==> src/rtl/sub32_seq.sv <==
// 32-bit sequential subtractor: computes a - b - bin eight bits per clock
// using two cascaded 4-bit borrow-lookahead slices. An operation takes
// four CALC cycles, and done pulses in the cycle after the last one.
//
// Handshake: start is sampled only while idle (busy=0). The edge that accepts
// start raises busy. start is ignored while busy=1, and nothing is queued.
// done is a one-cycle pulse that marks d/bout/ovf/zero as valid. Those outputs
// then hold until the next accepted start clears them.
module sub32_seq (
  input  logic        clk,
  input  logic        rst,
  input  logic        start,
  input  logic [31:0] a,
  input  logic [31:0] b,
  input  logic        bin,
  output logic [31:0] d,
  output logic        bout,
  output logic        ovf,
  output logic        zero,
  output logic        busy,
  output logic        done,
  output logic [2:0]  dbg_state
);

  typedef enum logic {IDLE = 1'b0, CALC = 1'b1} state_t;

  state_t      state, state_nx;
  logic [1:0]  k;
  logic [31:0] opa, opb;
  logic        br;

  logic [7:0]  sa, sb;
  logic [4:0]  lo, hi;
  logic [7:0]  diff8;
  logic        slice_bout;
  logic [31:0] d_upd;
  logic        last;

  // 4-bit borrow-lookahead slice. It returns {borrow_out, diff[3:0]}.
  // Generate is ~x&y (a borrow is created here). Propagate is ~(x^y)
  // (an incoming borrow passes through).
  function automatic logic [4:0] sub4(input logic [3:0] x, input logic [3:0] y,
                                      input logic ci);
    logic [3:0] g, p;
    logic [4:0] c;
    g    = ~x & y;
    p    = ~(x ^ y);
    c[0] = ci;
    c[1] = g[0] | (p[0] & ci);
    c[2] = g[1] | (p[1] & g[0]) | (p[1] & p[0] & ci);
    c[3] = g[2] | (p[2] & g[1]) | (p[2] & p[1] & g[0]) | (p[2] & p[1] & p[0] & ci);
    c[4] = g[3] | (p[3] & g[2]) | (p[3] & p[2] & g[1]) | (p[3] & p[2] & p[1] & g[0])
         | (p[3] & p[2] & p[1] & p[0] & ci);
    return {c[4], x ^ y ^ c[3:0]};
  endfunction

  // Current 8-bit slice datapath. It computes the new slice bits and splices
  // them into the result.
  always_comb begin
    sa         = opa[{k, 3'b000} +: 8];
    sb         = opb[{k, 3'b000} +: 8];
    lo         = sub4(sa[3:0], sb[3:0], br);
    hi         = sub4(sa[7:4], sb[7:4], lo[4]);
    diff8      = {hi[3:0], lo[3:0]};
    slice_bout = hi[4];
    d_upd      = d;
    d_upd[{k, 3'b000} +: 8] = diff8;
    last       = (state == CALC) && (k == 2'd3);
  end

  // Next-state logic. In CALC, k counts slices, and the last slice returns to IDLE.
  always_comb begin
    state_nx = state;
    case (state)
      IDLE:    if (start) state_nx = CALC;
      CALC:    if (k == 2'd3) state_nx = IDLE;
      default: state_nx = IDLE;
    endcase
  end

  // State register. Reset has priority over start and over any CALC step.
  always_ff @(posedge clk) begin
    if (rst) state <= IDLE;
    else     state <= state_nx;
  end

  // Operand capture, slice counter, running borrow, and the result registers.
  always_ff @(posedge clk) begin
    if (rst) begin
      k    <= 2'd0;
      opa  <= 32'd0;
      opb  <= 32'd0;
      br   <= 1'b0;
      d    <= 32'd0;
      bout <= 1'b0;
      ovf  <= 1'b0;
      zero <= 1'b0;
      done <= 1'b0;
    end else begin
      done <= 1'b0;
      if (state == IDLE) begin
        if (start) begin
          opa  <= a;
          opb  <= b;
          br   <= bin;
          k    <= 2'd0;
          d    <= 32'd0;
          bout <= 1'b0;
          ovf  <= 1'b0;
          zero <= 1'b0;
        end
      end else begin
        d  <= d_upd;
        br <= slice_bout;
        k  <= k + 2'd1;
        if (last) begin
          bout <= slice_bout;
          ovf  <= (opa[31] != opb[31]) && (diff8[7] != opa[31]);
          zero <= (d_upd == 32'd0);
          done <= 1'b1;
        end
      end
    end
  end

  assign busy      = (state == CALC);
  assign dbg_state = {state == CALC, k};

endmodule

==> config.mk <==
export PLATFORM = sky130hd
export DESIGN_NAME = sub32_seq
export DESIGN_NICKNAME = d
export VERILOG_FILES = /design/src/rtl/sub32_seq.sv
export SDC_FILE = /design/constraint.sdc
export NUM_CORES = 1
export LEC_CHECK = 0
export BUFFER_PORTS_ARGS = -buffer_cell sky130_fd_sc_hd__buf_2
export CAP_MARGIN = 40
export CORE_MARGIN = 2
export CORE_UTILIZATION = 30
export CTS_CLUSTER_SIZE = 14
export DETAILED_ROUTE_END_ITERATION = 8
export GPL_TIMING_DRIVEN = 1
export HOLD_SLACK_MARGIN = 0.03
export PLACE_DENSITY_LB_ADDON = 0.12
export SYNTH_ARGS = -nofsm -noshare
export SYNTH_HDL_FRONTEND = slang
export SYNTH_SLANG_ARGS = --single-unit
==> constraint.sdc <==
create_clock -name clk -period 3.5 [get_ports clk]
set_input_delay 0.525 -clock clk [delete_from_list [all_inputs] [get_ports clk]]
set_output_delay 0.525 -clock clk [all_outputs]
set_load 0.01 [all_outputs]
Yosys cells after proc, flatten, opt, wreduce, memory -nomap -nowiden
Cells that the tools add are included.
{"block": "totals", "register_bits": 104, "inputBits": 68, "out_inout_bits": 40}
{"block": "op_classes", "n_addsub": 2, "n_eq_ne": 4, "n_shift": 4, "muxes": 18, "bitwise": 63, "reduce_logical": 7}
{"op": "$mux 32", "count": 2}
{"op": "$shiftx 32x6->8", "count": 2}
{"op": "$and 1x1->1", "count": 32}
{"op": "$bwmux 32", "count": 1}
{"op": "$logic_not 32->1", "count": 1}
{"op": "$shift 8x7->32 const A", "count": 1}
{"op": "$shiftx 8x7->32", "count": 1}
{"op": "$or 1x1->1", "count": 20}
{"op": "$not 4->4", "count": 4}
{"op": "$xor 4x4->4", "count": 4}
{"op": "$mux 1", "count": 12}
{"op": "$and 4x4->4", "count": 2}
{"op": "$neg 5->7", "count": 1}
{"op": "$mux 2", "count": 2}
{"op": "$reduce_and 2->1", "count": 2}
{"op": "$add 2x1->2 const B", "count": 1}
{"op": "$eq 2x2->1 const B", "count": 1}
{"op": "$logic_and 1x1->1", "count": 2}
{"op": "$ne 1x1->1", "count": 2}
{"op": "$ne 2x1->1 const B", "count": 1}
{"op": "$pmux 1 s2", "count": 1}
{"op": "$reduce_bool 2->1", "count": 1}
{"op": "$reduce_or 2->1", "count": 1}
{"op": "$not 1->1", "count": 1}

Depth between registers and ports, before layout
Gate-level depths: netlist (run 1).
{"block": "logic_depth", "word_depth": 16, "mapped_depth": 13, "ltp_nobuf": 12}

Worst setup path before layout (run 1)
OpenSTA, ideal clock, no wires.
{"block": "synth_path", "kind": "register to register", "startpoint": "register k[0]", "endpoint": "register zero", "arrival_time_ns": 3.824, "slack_ns": -0.408, "stages_incl_launch_ff": 14, "period_less_slack_ns": 3.908, "path_cell_list": "dfxtp_1 > buf_2 > buf_4 > mux4_2 > ha_1 > a21oi_1 > nor2_1 > nor3_1 > fa_1 > nor4bb_1 > mux2_2 > a2111oi_0 > nand4_1 > o31ai_2"}
{"block": "synth_via", "elab_chain_cells": 16, "word_cells_on_any_way": 64}
{"item": "start, declared", "line": "28", "rtl": "logic [1:0] k;"}
{"item": "start signal, assigned", "line": "115", "rtl": "k <= k + 2'd1;"}
{"item": "$shiftx 32x6->8, on equally long branches", "line": "60, 61"}
{"item": "$xor 4x4->4 / $not 4->4 (equally long branches)", "line": "47, 54, 46"}
{"item": "$not 4->4 / $and 4x4->4 (equally long branches)", "line": "47, 46"}
{"item": "$and 1x1->1, on equally long branches", "line": "52, 53"}
{"item": "$or 1x1->1, or another cell as far along (2 in series)", "line": "52", "rtl": "c[4] = g[3] | (p[3] & g[2]) | (p[3] & p[2] & g[1]) | (p[3] & p[2] & p[1] & g[0])"}
{"item": "$or 1x1->1 / $and 1x1->1 (equally long branches)", "line": "52, 53"}
{"item": "$or 1x1->1", "line": "53", "rtl": "| (p[3] & p[2] & p[1] & p[0] & ci);"}
{"item": "$and 1x1->1, on equally long branches", "line": "49, 50, 51"}
{"item": "$or 1x1->1, on equally long branches", "line": "49, 50, 51"}
{"item": "$xor 4x4->4", "line": "54", "rtl": "return {c[4], x ^ y ^ c[3:0]};"}
{"item": "$shiftx 8x7->32", "line": "67", "rtl": "d_upd[{k, 3'b000} +: 8] = diff8;"}
{"item": "$bwmux 32", "line": "67"}
{"item": "$logic_not 32->1", "line": "119", "rtl": "zero <= (d_upd == 32'd0);"}
{"item": "$mux 1", "line": "116", "rtl": "if (last) begin"}
{"item": "$mux 1", "line": "101", "rtl": "if (state == IDLE) begin"}
{"item": "end signal, assigned", "line": "119"}
{"item": "end, declared", "line": "19", "rtl": "output logic zero,"}
Several ways; a longest one is shown, not always the timed one. The select of a mux whose other input is x is not followed.
A chain may end at the register's enable or synchronous reset.

Final worst setup path (run 1)
Same ends and word-level chain as after synthesis.

==> results of run 1 <==
-- power breakdown --
part | leakage, nW | switching, mW | internal (mW)
clock network | 0.150 | 0.448 | 0.628
logic | 1.46 | 0.373 | 0.264
registers | 0.849 | 0.0359 | 1.24
total | 2.46 | 0.857 | 2.13
-- layer usage --
layer | GRT usage (%) | vias up | routed length, µm
li1 | - | 2187 | -
met1 | 22.9 | 2111 | 6730
met2 | 28.8 | 124 | 6730
met3 | 3.12 | 18 | 684
met4 | 6.57 | 0 | 261
met5 | 0 | - | 0
-- sequential cells by signal, summed over array words and instances, names as in the netlist --
signal  cells
opa        32
k           2
ovf         1
opb        32
br          1
d          32
bout        1
busy        1
done        1
zero        1
-- area by class of cell --
class | instances | area share [%]
tap | 216 | 4.46
inverter | 17 | 1.05
timing repair buffer | 132 | 12.8
sequential | 104 | 34.5
multi-input combinational | 408 | 42.1
clock inverter | 5 | 1.34
clock buffer | 11 | 3.84
-- synth_stat cells, types with 2 or more instances --
cell       instances  area [µm²]
a211oi_1           4        30.0
clkbuf_1          23        86.3
ha_1              14         175
mux4_2            16         360
o2111ai_1          2        17.5
nand2_1          139         522
buf_2              8        40.0
o211ai_1           2        15.0
nand2b_1           5        31.3
nor4_1             5        31.3
nor2_1            41         154
and2_1             2        12.5
dfxtp_1          104        2080
nor2b_1            4        25.0
o21bai_1           2        15.0
o21ai_0           10        50.1
fa_1               2        40.0
buf_4              2        15.0
a22oi_1           26         195
xnor2_1            2        17.5
nand3_1            4        20.0
xor2_1             2        17.5
and4bb_2           2        25.0
a21oi_1           87         435
nor3_1             7        35.0
nand3b_1           2        15.0
inv_1             17        63.8
a211o_1            2        17.5
a21o_1             2        15.0
o22ai_1            2        12.5
-- worst max-delay path, stage by stage, from the launching register on --
cell       delay (ns)
dfxtp_4          0.36
buf_12           0.12
mux4_2           0.53
ha_1             0.32
a21oi_2          0.16
nor2_2           0.06
nor3_2           0.17
fa_1             0.46
buf_4            0.15
nand3b_1         0.10
o22ai_1          0.13
a2111oi_2        0.31
nand4_1          0.15
o31ai_2          0.23
-- worst max-delay path by stage --
stage / end / slack [ns] / cells past startpoint
2_1_floorplan: zero / 0.005 / 13
3_3_place_gp: zero / 0.09 / 11
3_5_place_dp: zero / 0.05 / 11
4_1_cts: zero / 0.05 / 11
5_1_grt: zero / 0.02 / 13
6_report: zero / 0.18 / 13
-- kinds of logic after synthesis --
family                     after synthesis  share of synthesized area [%]
and+or+nand+nor                        218                           19.3
DFF                                    104                           43.5
buffers and inverters                   51                           4.36
adders and majority gates               16                           4.49
xor gates and xnor gates                 4                          0.732
AOI/OAI and AO/OA                      152                           19.7
muxes                                   18                           7.97
-- timing repair --
action                                  in CTS  in global routing
endpoints found under the setup margin       0                  1
resized for setup                            0                  5
hold buffers                                 0                  0
buffers inserted                             0                  3
-- stage by stage --
| step | setup WS [ns] | instance area, µm² | instances | total power [mW] |
|---|---|---|---|---|
| global route | 0.0223 | 6050 | 893 | 3.14 |
| floorplan | 0.00515 | 4830 | 563 | 1.67 |
| CTS | 0.0507 | 5990 | 890 | 3.01 |
| detailed placement | 0.0469 | 5680 | 874 | 1.93 |
| finish | 0.178 | 6050 | 893 | 2.99 |
| global placement | 0.0931 | 5660 | 873 | 1.92 |
==> summary.md, run 1 <==
| Metric | Value |
|---|---|
| CTS clk-pin slew, worst paths | `0.07 ns` |
| TritonCTS clock tree | `built` |
| RSZ-0062 raised after global routing | `false` |
| Core area | `15700 µm²` |
| Total routed wirelength | `14400 µm` |
| Storage element area | `2090 µm²` |
| Slew @ Worst Pin | `0.636 ns` |
| GRT Util Overall | `17.5%` |
| FF-to-FF Start | `k[0]` |
| Most frequent cells in the layout | `nand2_1, buf_2, dfxtp_1, a21oi_1, nor2_1` |
| Peak Freq | `301 MHz` |
| First-pass iteration count of the detailed router | `4` |
| GP Congestion | `0.889` |
| Worst-path maximum fanout | `6` |
| Rel. slew slack | `57.6%` |
| Hold EP | `opb[12]` |
| Post-synth top flop | `dfxtp_1` |
| Vias per cell | `4.97` |
| VDD IR max | `255 µV` |
| Max Cap Viol | `0` |
| Top Ports | `108` |
| Reg-to-reg critical path endpoint | `zero` |
| Cells after synthesis | `563` |
| Initial Utilization | `30.5%` |
| Post-synth EDFFs | `0` |
| Sequential fraction of the synthesis area | `43.5%` |
| Worst EP required | `3.77 ns` |
| CP startpoint kind | `register` |
| Skew final | `0.00887 ns` |
| CP arrival | `3.60 ns` |
| Final HPWL DP | `10600 µm` |
| Port Buffers | `107` |
| Yosys warnings | `0` |
| Vias | `4440` |
| HP Start | `b[12]` |
| Standard-cell row count | `46` |
| Post-route DRC | `0` |
| Final cycle utilization of the critical path | `94.9%` |
| Distinct cells, synth | `53` |
| Final slew viol count | `0` |
| Synthesized Nets | `647` |
| TritonCTS Buffers | `9` |
| DRT antenna net count | `0` |
| Utilization after layout | `38.5%` |
| Syn-to-layout area delta | `26.4%` |
| Worst Hold Class | `input pin to register` |
| Vias in the first global route | `4336` |
| Commonest non-fill, non-tap cell in the layout | `nand2_1` |
| WL/cell | `16.1 µm` |
| CTS Buffer Depth | `2` |
| Final Setup Violations | `0` |
| Root Driver | `clkbuf_16` |
| Setup_tns | `0 ns` |
| Pleak | `2.46 nW` |
| First-pass GRT wire length | `22800 µm` |
| Fill cells | `1681` |
| Tmin final | `3.32 ns` |
| Post-synthesis instance area | `4790 µm²` |
| Hold slack final | `0.406 ns` |
| Share of post-route cells with drive strength above 1 | `26.7%` |
| Pin count of the biggest net entering global routing | `54` |
| Hold Path Depth | `3` |
| Die W | `130 µm` |
| Power Dens Cells | `493 nW/µm²` |
| Asr flop ratio synth | `0%` |
| Initial antenna violation count | `0` |
| Antenna cell count | `0` |
| Fin nets | `756` |
| Die height | `130 µm` |
| Final hold viol count | `0` |
| Remaining Overflow, GRT | `0` |
| Multi-input gate area in the final layout | `2550 µm²` |
| 1st-iter DRT viols | `208` |
| Syn_area_per_cell | `8.51 µm²` |
| Reg-to-reg setup timing slack | `0.18 ns` |
| Status | `finished clean` |
| Crit end category | `register` |
| Synthesis-stage register bit count | `104` |
| Clock sink count | `104` |
| Clock Latency Late Sink | `0.35 ns` |
| Crit Path Category | `register to register` |
| R2R cell count | `13` |
| H-tree Lvls | `3` |
| Worst Setup SP | `k[0]` |
| Die area | `17000 µm²` |
Power figures use the tool's default switching activity.
==> run 2: changes to the inputs <==
--- a/config.mk
+++ b/config.mk
@@ -16,2 +16,3 @@
 export PLACE_DENSITY_LB_ADDON = 0.12
+export SLEW_MARGIN = 20
 export SYNTH_ARGS = -nofsm -noshare
--- a/constraint.sdc
+++ b/constraint.sdc
@@ -3,2 +3,2 @@
 set_output_delay 0.525 -clock clk [all_outputs]
-set_load 0.01 [all_outputs]
+set_load 0.02 [all_outputs]
==> run 2 against run 1 <==
- sequential cell count stayed put
- combinational power is 3.5% higher
- critical path depth stayed put
- sequential power hardly changed
- utilization is 0.41 points higher
- largest power group unchanged
- via count is 0.92% lower
- critical path type unchanged
==> summary.md, run 2 (synthesis gave the netlist of run 1 again) <==
| Metric | Value |
|---|---|
| Worst Hold Class | `input pin to register` |
| Antenna cell count | `0` |
| VDD IR max | `269 µV` |
| R2R cell count | `13` |
| Fin nets | `757` |
| Largest registers | `d (32), opa (32), opb (32)` |
| Clock sink count | `104` |
| 1st-iter DRT viols | `181` |
| Area after DPL | `5670 µm²` |
| Peak Freq | `294 MHz` |
| Skew final | `0.00945 ns` |
| Final Cell Area | `6120 µm²` |
| Share of post-route cells with drive strength above 1 | `27.8%` |
| WL/cell | `16.0 µm` |
| Tmin final | `3.40 ns` |
| Met2 WL post-DR | `6790 µm` |
| Core area | `15700 µm²` |
| Vias per cell | `4.93` |
| H-tree Lvls | `3` |
| DRT antenna net count | `0` |
| Die height | `130 µm` |
| Highest Signal Layer | `met4` |
| Setup ws final | `0.103 ns` |
| Standard-cell row count | `46` |
| Reg-to-reg setup timing slack | `0.10 ns` |
| Pleak | `2.48 nW` |
| Rel. slew slack | `46.6%` |
| Place WS | `0.0343 ns` |
| Power Dens Cells | `486 nW/µm²` |
| Top Ports | `108` |
| Reg-to-reg critical path endpoint | `zero` |
| First-pass iteration count of the detailed router | `4` |
| First-pass GRT wire length | `21800 µm` |
| CP Cell Sequence | `buf_6 -> mux4_2 -> ha_4 -> a21oi_4 -> nor2_4 -> nor3_2 -> fa_1 -> buf_4 -> nand3b_1 -> o22ai_1 -> nor4_2 -> nand4_1 -> o31ai_2` |
| Fill cells | `1667` |
| Slew @ Worst Pin | `0.799 ns` |
| Final HPWL DP | `10500 µm` |
| Die area | `17000 µm²` |
| Commonest non-fill, non-tap cell in the layout | `nand2_1` |
| Met1 wire length | `6610 µm` |
| Post-route DRC | `0` |
| Storage element area | `2090 µm²` |
| Vias | `4399` |
| Remaining Overflow, GRT | `0` |
| Initial antenna violation count | `0` |
| Initial Utilization | `30.5%` |
| CP arrival | `3.67 ns` |
| Total power | `2.97 mW` |
| Clock Latency Late Sink | `0.36 ns` |
| Met3 Wirelength | `638 µm` |
| Syn-to-layout area delta | `27.8%` |
| TritonCTS clock tree | `built` |
| Max Cap Viol | `0` |
| Worst Setup SP | `k[0]` |
| Worst setup path end | `zero` |
| Crit-path slowest cell | `mux4_2` |
| Final hold viol count | `0` |
| Port Buffers | `107` |
| Worst EP required | `3.77 ns` |
| Crit Path Category | `register to register` |
| Worst-path maximum fanout | `6` |
| Final Setup Violations | `0` |
| GP Congestion | `0.881` |
| CTS clk-pin slew, worst paths | `0.07 ns` |
| Pin count of the biggest net entering global routing | `74` |
| Critical path's largest stage delay | `0.54 ns` |
| CTS Buffer Depth | `2` |
| Crit end category | `register` |
| Hold slack final | `0.400 ns` |
| FF-to-FF Start | `k[0]` |
| CP startpoint kind | `register` |
| Multi-input gate area in the final layout | `2610 µm²` |
| Status | `finished clean` |
| Die W | `130 µm` |
| TritonCTS Buffers | `9` |
| Total routed wirelength | `14200 µm` |
| Root Driver | `clkbuf_16` |
| Most frequent cells in the layout | `nand2_1, buf_2, dfxtp_1, a21oi_1, nor2_1` |
| Final cycle utilization of the critical path | `97.0%` |
| Vias in the first global route | `4179` |
| Cts hold-fix bufs | `0` |
| Final slew viol count | `0` |
| GRT Util Overall | `16.8%` |
## run 2: cell count changes in the layout (fill, tap and decap cells not counted), moves of 2 or more
| cell | before | now |
|---|---|---|
| buf_8 | 0 | 2 |
| ha_4 | 1 | 3 |
| clkbuf_8 | 0 | 2 |
| clkbuf_1 | 2 | 0 |
| buf_12 | 4 | 1 |
## run 2: cell type report
cell class                      count  area share (%)
Clock inverter                      4           0.838
Clock buffer                       11            4.13
Sequential cell                   104            34.1
Timing Repair Buffer              133            12.8
Multi-Input combinational cell    408            42.6
Tap cell                          216            4.42
Inverter                           17            1.04
## run 2: metrics by stage
| stage | util (%) | std cells | setup TNS (ns) |
|---|---|---|---|
| 5_1_grt | 38.9 | 893 | -0.0220 |
| 3_5_place_dp | 36.1 | 869 | 0 |
| 6_report | 38.9 | 893 | 0 |
| 4_1_cts | 38.0 | 884 | 0 |
| 3_3_place_gp | 35.9 | 868 | 0 |
| 2_1_floorplan | - | 563 | 0 |
## run 2: worst min-delay path by stage
| stage | startpoint | endpoint | slack [ns] | cells after the start |
|---|---|---|---|---|
| global placement | opa[14] | opa[14] | 0.44 | 2 |
| finish | b[31] | opb[31] | 0.40 | 3 |
| floorplan | opa[16] | opa[16] | 0.43 | 2 |
| CTS | b[31] | opb[31] | 0.38 | 3 |
| global route | b[22] | opb[22] | 0.40 | 3 |
| detailed placement | opa[23] | opa[23] | 0.44 | 2 |
## run 2: timing repair
| action | in CTS | in global routing |
|---|---|---|
| setup endpoints to repair | 0 | 1 |
| hold endpoints to repair | 0 | 0 |
| resized for setup | 0 | 13 |
| setup buffers | 0 | 8 |
## run 2: critical path, delay by kind of cell (launching register included)
family | cells | cell delay [ns]
AO/OA/AOI/OAI | 3 | 0.51
adder cells (fa/ha/maj) | 2 | 0.70
flip-flops | 1 | 0.40
AND/OR/NAND/NOR | 5 | 0.89
buffers and inverters | 2 | 0.28
multiplexers | 1 | 0.54
## run 2: report_power, final
part           internal, mW  leakage [nW]  switching, mW
sequential             1.24         0.850         0.0364
clock                 0.591         0.148          0.451
combinational         0.271          1.49          0.388
## run 2: per-layer routing
| layer | up-vias | track usage (%) |
|---|---|---|
| met5 | - | 0 |
| met4 | 0 | 5.69 |
| met3 | 19 | 3.81 |
| met2 | 99 | 28.3 |
| met1 | 2096 | 21.3 |
| li1 | 2185 | - |
==> run 3: changes to the inputs <==
SETUP_SLACK_MARGIN = 0.15   (was unset)
==> run 3 against run 2 <==
- die area did not move
- maximum frequency rose by 2.5%
- wire length fell by 0.50%
- via count rose by 0.68%
- worst setup slack improved by 0.082 ns
- total power rose by 0.82%
- first-iteration DRC count rose by 27%
- critical path depth did not move
- cell area fell by 0.23%
- worst hold slack improved by 0.00070 ns
- sequential share of layout area rose by 0.12 points
- register-to-register slack improved by 0.08 ns
- highest routed layer unchanged
==> summary.md, run 3 (synthesis gave the netlist of run 1 again) <==
| Metric | Value |
|---|---|
| Post-route DRC | `0` |
| Commonest non-fill, non-tap cell in the layout | `nand2_1` |
| Multi-input gate area in the final layout | `2650 µm²` |
| Reg-to-reg setup timing slack | `0.19 ns` |
| VDD IR max | `270 µV` |
| Skew final | `0.00816 ns` |
| Critical path's largest stage delay | `0.54 ns` |
| Top Family by Delay on Critical Path | `compound AO/OA/AOI/OAI gates` |
| Max Cap Viol | `0` |
| Vias per cell | `4.97` |
| Final HPWL DP | `10300 µm` |
| CP startpoint kind | `register` |
| Clock power frac | `35.6%` |
| Storage element area | `2090 µm²` |
| CTS Buffer Depth | `2` |
| First-pass GRT wire length | `22400 µm` |
| Worst-path maximum fanout | `7` |
| CP dominant cell by count | `buf_4` |
| Clock Latency Late Sink | `0.36 ns` |
| Pin count of the biggest net entering global routing | `62` |
| H-tree Lvls | `3` |
| Final Setup Violations | `0` |
| Internal power | `2.12 mW` |
| Initial antenna violation count | `0` |
| Crit end category | `register` |
| Cts hold-fix bufs | `0` |
| Net Switching | `0.882 mW` |
| Slew @ Worst Pin | `0.632 ns` |
| Status | `finished clean` |
| 1st-iter DRT viols | `230` |
| Area after DPL | `5620 µm²` |
| Die area | `17000 µm²` |
| Crit Path Category | `register to register` |
| Sequential power share | `42.5%` |
| Port Buffers | `107` |
| Standard-cell row count | `46` |
| Sw Share | `29.4%` |
| Tmin final | `3.31 ns` |
| Final cycle utilization of the critical path | `94.7%` |
| Final Cell Area | `6100 µm²` |
| Most frequent cells in the layout | `nand2_1, buf_2, dfxtp_1, a21oi_1, nor2_1` |
| Rel. slew slack | `57.9%` |
| RSZ-0062 raised after global routing | `true` |
| TritonCTS clock tree | `built` |
| Met2 Usage GRT | `27.9%` |
| Logic pwr share | `21.9%` |
| CP arrival | `3.59 ns` |
| First-pass iteration count of the detailed router | `5` |
| Worst Hold Class | `input pin to register` |
| Peak Freq | `302 MHz` |
| Utilization after layout | `38.9%` |
| GRT met3 Usage | `3.40%` |
| Fin nets | `754` |
| Antenna cell count | `0` |
| GR Layer Usage met1 | `22.9%` |
| CP Buf/Inv Count | `2` |
| Place WS | `0.0297 ns` |
| Top Ports | `108` |
| Setup ws final | `0.185 ns` |
| GP Congestion | `0.885` |
| Worst EP required | `3.78 ns` |
| Crit-path slowest cell | `mux4_2` |
| Die W | `130 µm` |
| Clock sink count | `104` |
| Syn-to-layout area delta | `27.5%` |
| Hold slack final | `0.401 ns` |
| Vias in the first global route | `4277` |
| Initial Utilization | `30.5%` |
| Vias | `4429` |
| Pleak | `2.47 nW` |
| DRT antenna net count | `0` |
| TritonCTS Buffers | `9` |
| Final hold viol count | `0` |
| Share of post-route cells with drive strength above 1 | `28.1%` |
| CTS clk-pin slew, worst paths | `0.07 ns` |
| GRT Util Overall | `17.2%` |
| Largest registers | `d (32), opa (32), opb (32)` |
| Total routed wirelength | `14200 µm` |
| CP Cell Sequence | `buf_4 -> mux4_2 -> ha_4 -> a21oi_4 -> nor2_4 -> nor3_4 -> fa_1 -> buf_4 -> nand3b_1 -> o22ai_2 -> a2111oi_4 -> nand4_1 -> o31ai_2` |
| Die height | `130 µm` |
| Fill cells | `1625` |
| Remaining Overflow, GRT | `0` |
| Root Driver | `clkbuf_16` |
| Final slew viol count | `0` |
| Power Dens Cells | `491 nW/µm²` |
| Core area | `15700 µm²` |
| Busiest grt layer | `met2` |
| WL/cell | `15.9 µm` |
## run 3: changes by cell type in the layout (fill, tap and decap cells not counted), sizes merged
cell / change
buf: -3
clkbuf: +1
clkinv: +1
inv: -1
## run 3: worst register-to-register path: stages, from the launching register on
cell	delay (ns)
dfxtp_4	0.40
buf_4	0.13
mux4_2	0.54
ha_4	0.25
a21oi_4	0.16
nor2_4	0.07
nor3_4	0.19
fa_1	0.45
buf_4	0.16
nand3b_1	0.11
o22ai_2	0.12
a2111oi_4	0.28
nand4_1	0.16
o31ai_2	0.22
## run 3: cell type report
| cell class | count | share of cell area, % |
|---|---|---|
| Clock buffer | 12 | 4.37 |
| Clock inverter | 4 | 0.840 |
| Inverter | 17 | 1.05 |
| Multi-Input combinational cell | 408 | 43.4 |
| Sequential cell | 104 | 34.2 |
| Tap cell | 216 | 4.43 |
| Timing Repair Buffer | 130 | 11.7 |
## run 3: worst paths after layout
check / startpoint / to / cells past startpoint
worst min-delay path: a[0] / opa[0] / 3
worst max register to register: k[0] / zero / 13
worst max-delay path: k[0] / zero / 13
worst min register to register: opa[3] / opa[3] / 2
## run 3: per-layer routing
layer | part of all wire, % | wire length, µm
met1 | 48 | 6740
met2 | 47 | 6620
met3 | 4.0 | 570
met4 | 1.8 | 252
met5 | 0 | 0
## run 3: per-stage QoR
stage	instances	TNS [ns]	total power, mW
after floorplan	563	0	1.69
after global placement	863	0	1.91
after detailed placement	863	0	1.92
after CTS	889	0	3.01
after global routing	891	-0.00522	3.14
final	891	0	3.00
## run 3: power by group through the flow
stage	registers, mW	clock network (mW)	logic (mW)
2_1_floorplan	1.30	0	0.396
3_3_place_gp	1.31	0	0.608
3_5_place_dp	1.31	0	0.609
4_1_cts	1.27	1.10	0.637
5_1_grt	1.28	1.14	0.721
6_report	1.27	1.07	0.656
## run 3: repair_timing
action / in CTS / in global routing
resized for setup: 6 / 9
endpoints found under the setup margin: 1 / 6
pin swaps: 4 / 4
cloned: 0 / 0
buffers inserted: 10 / 2
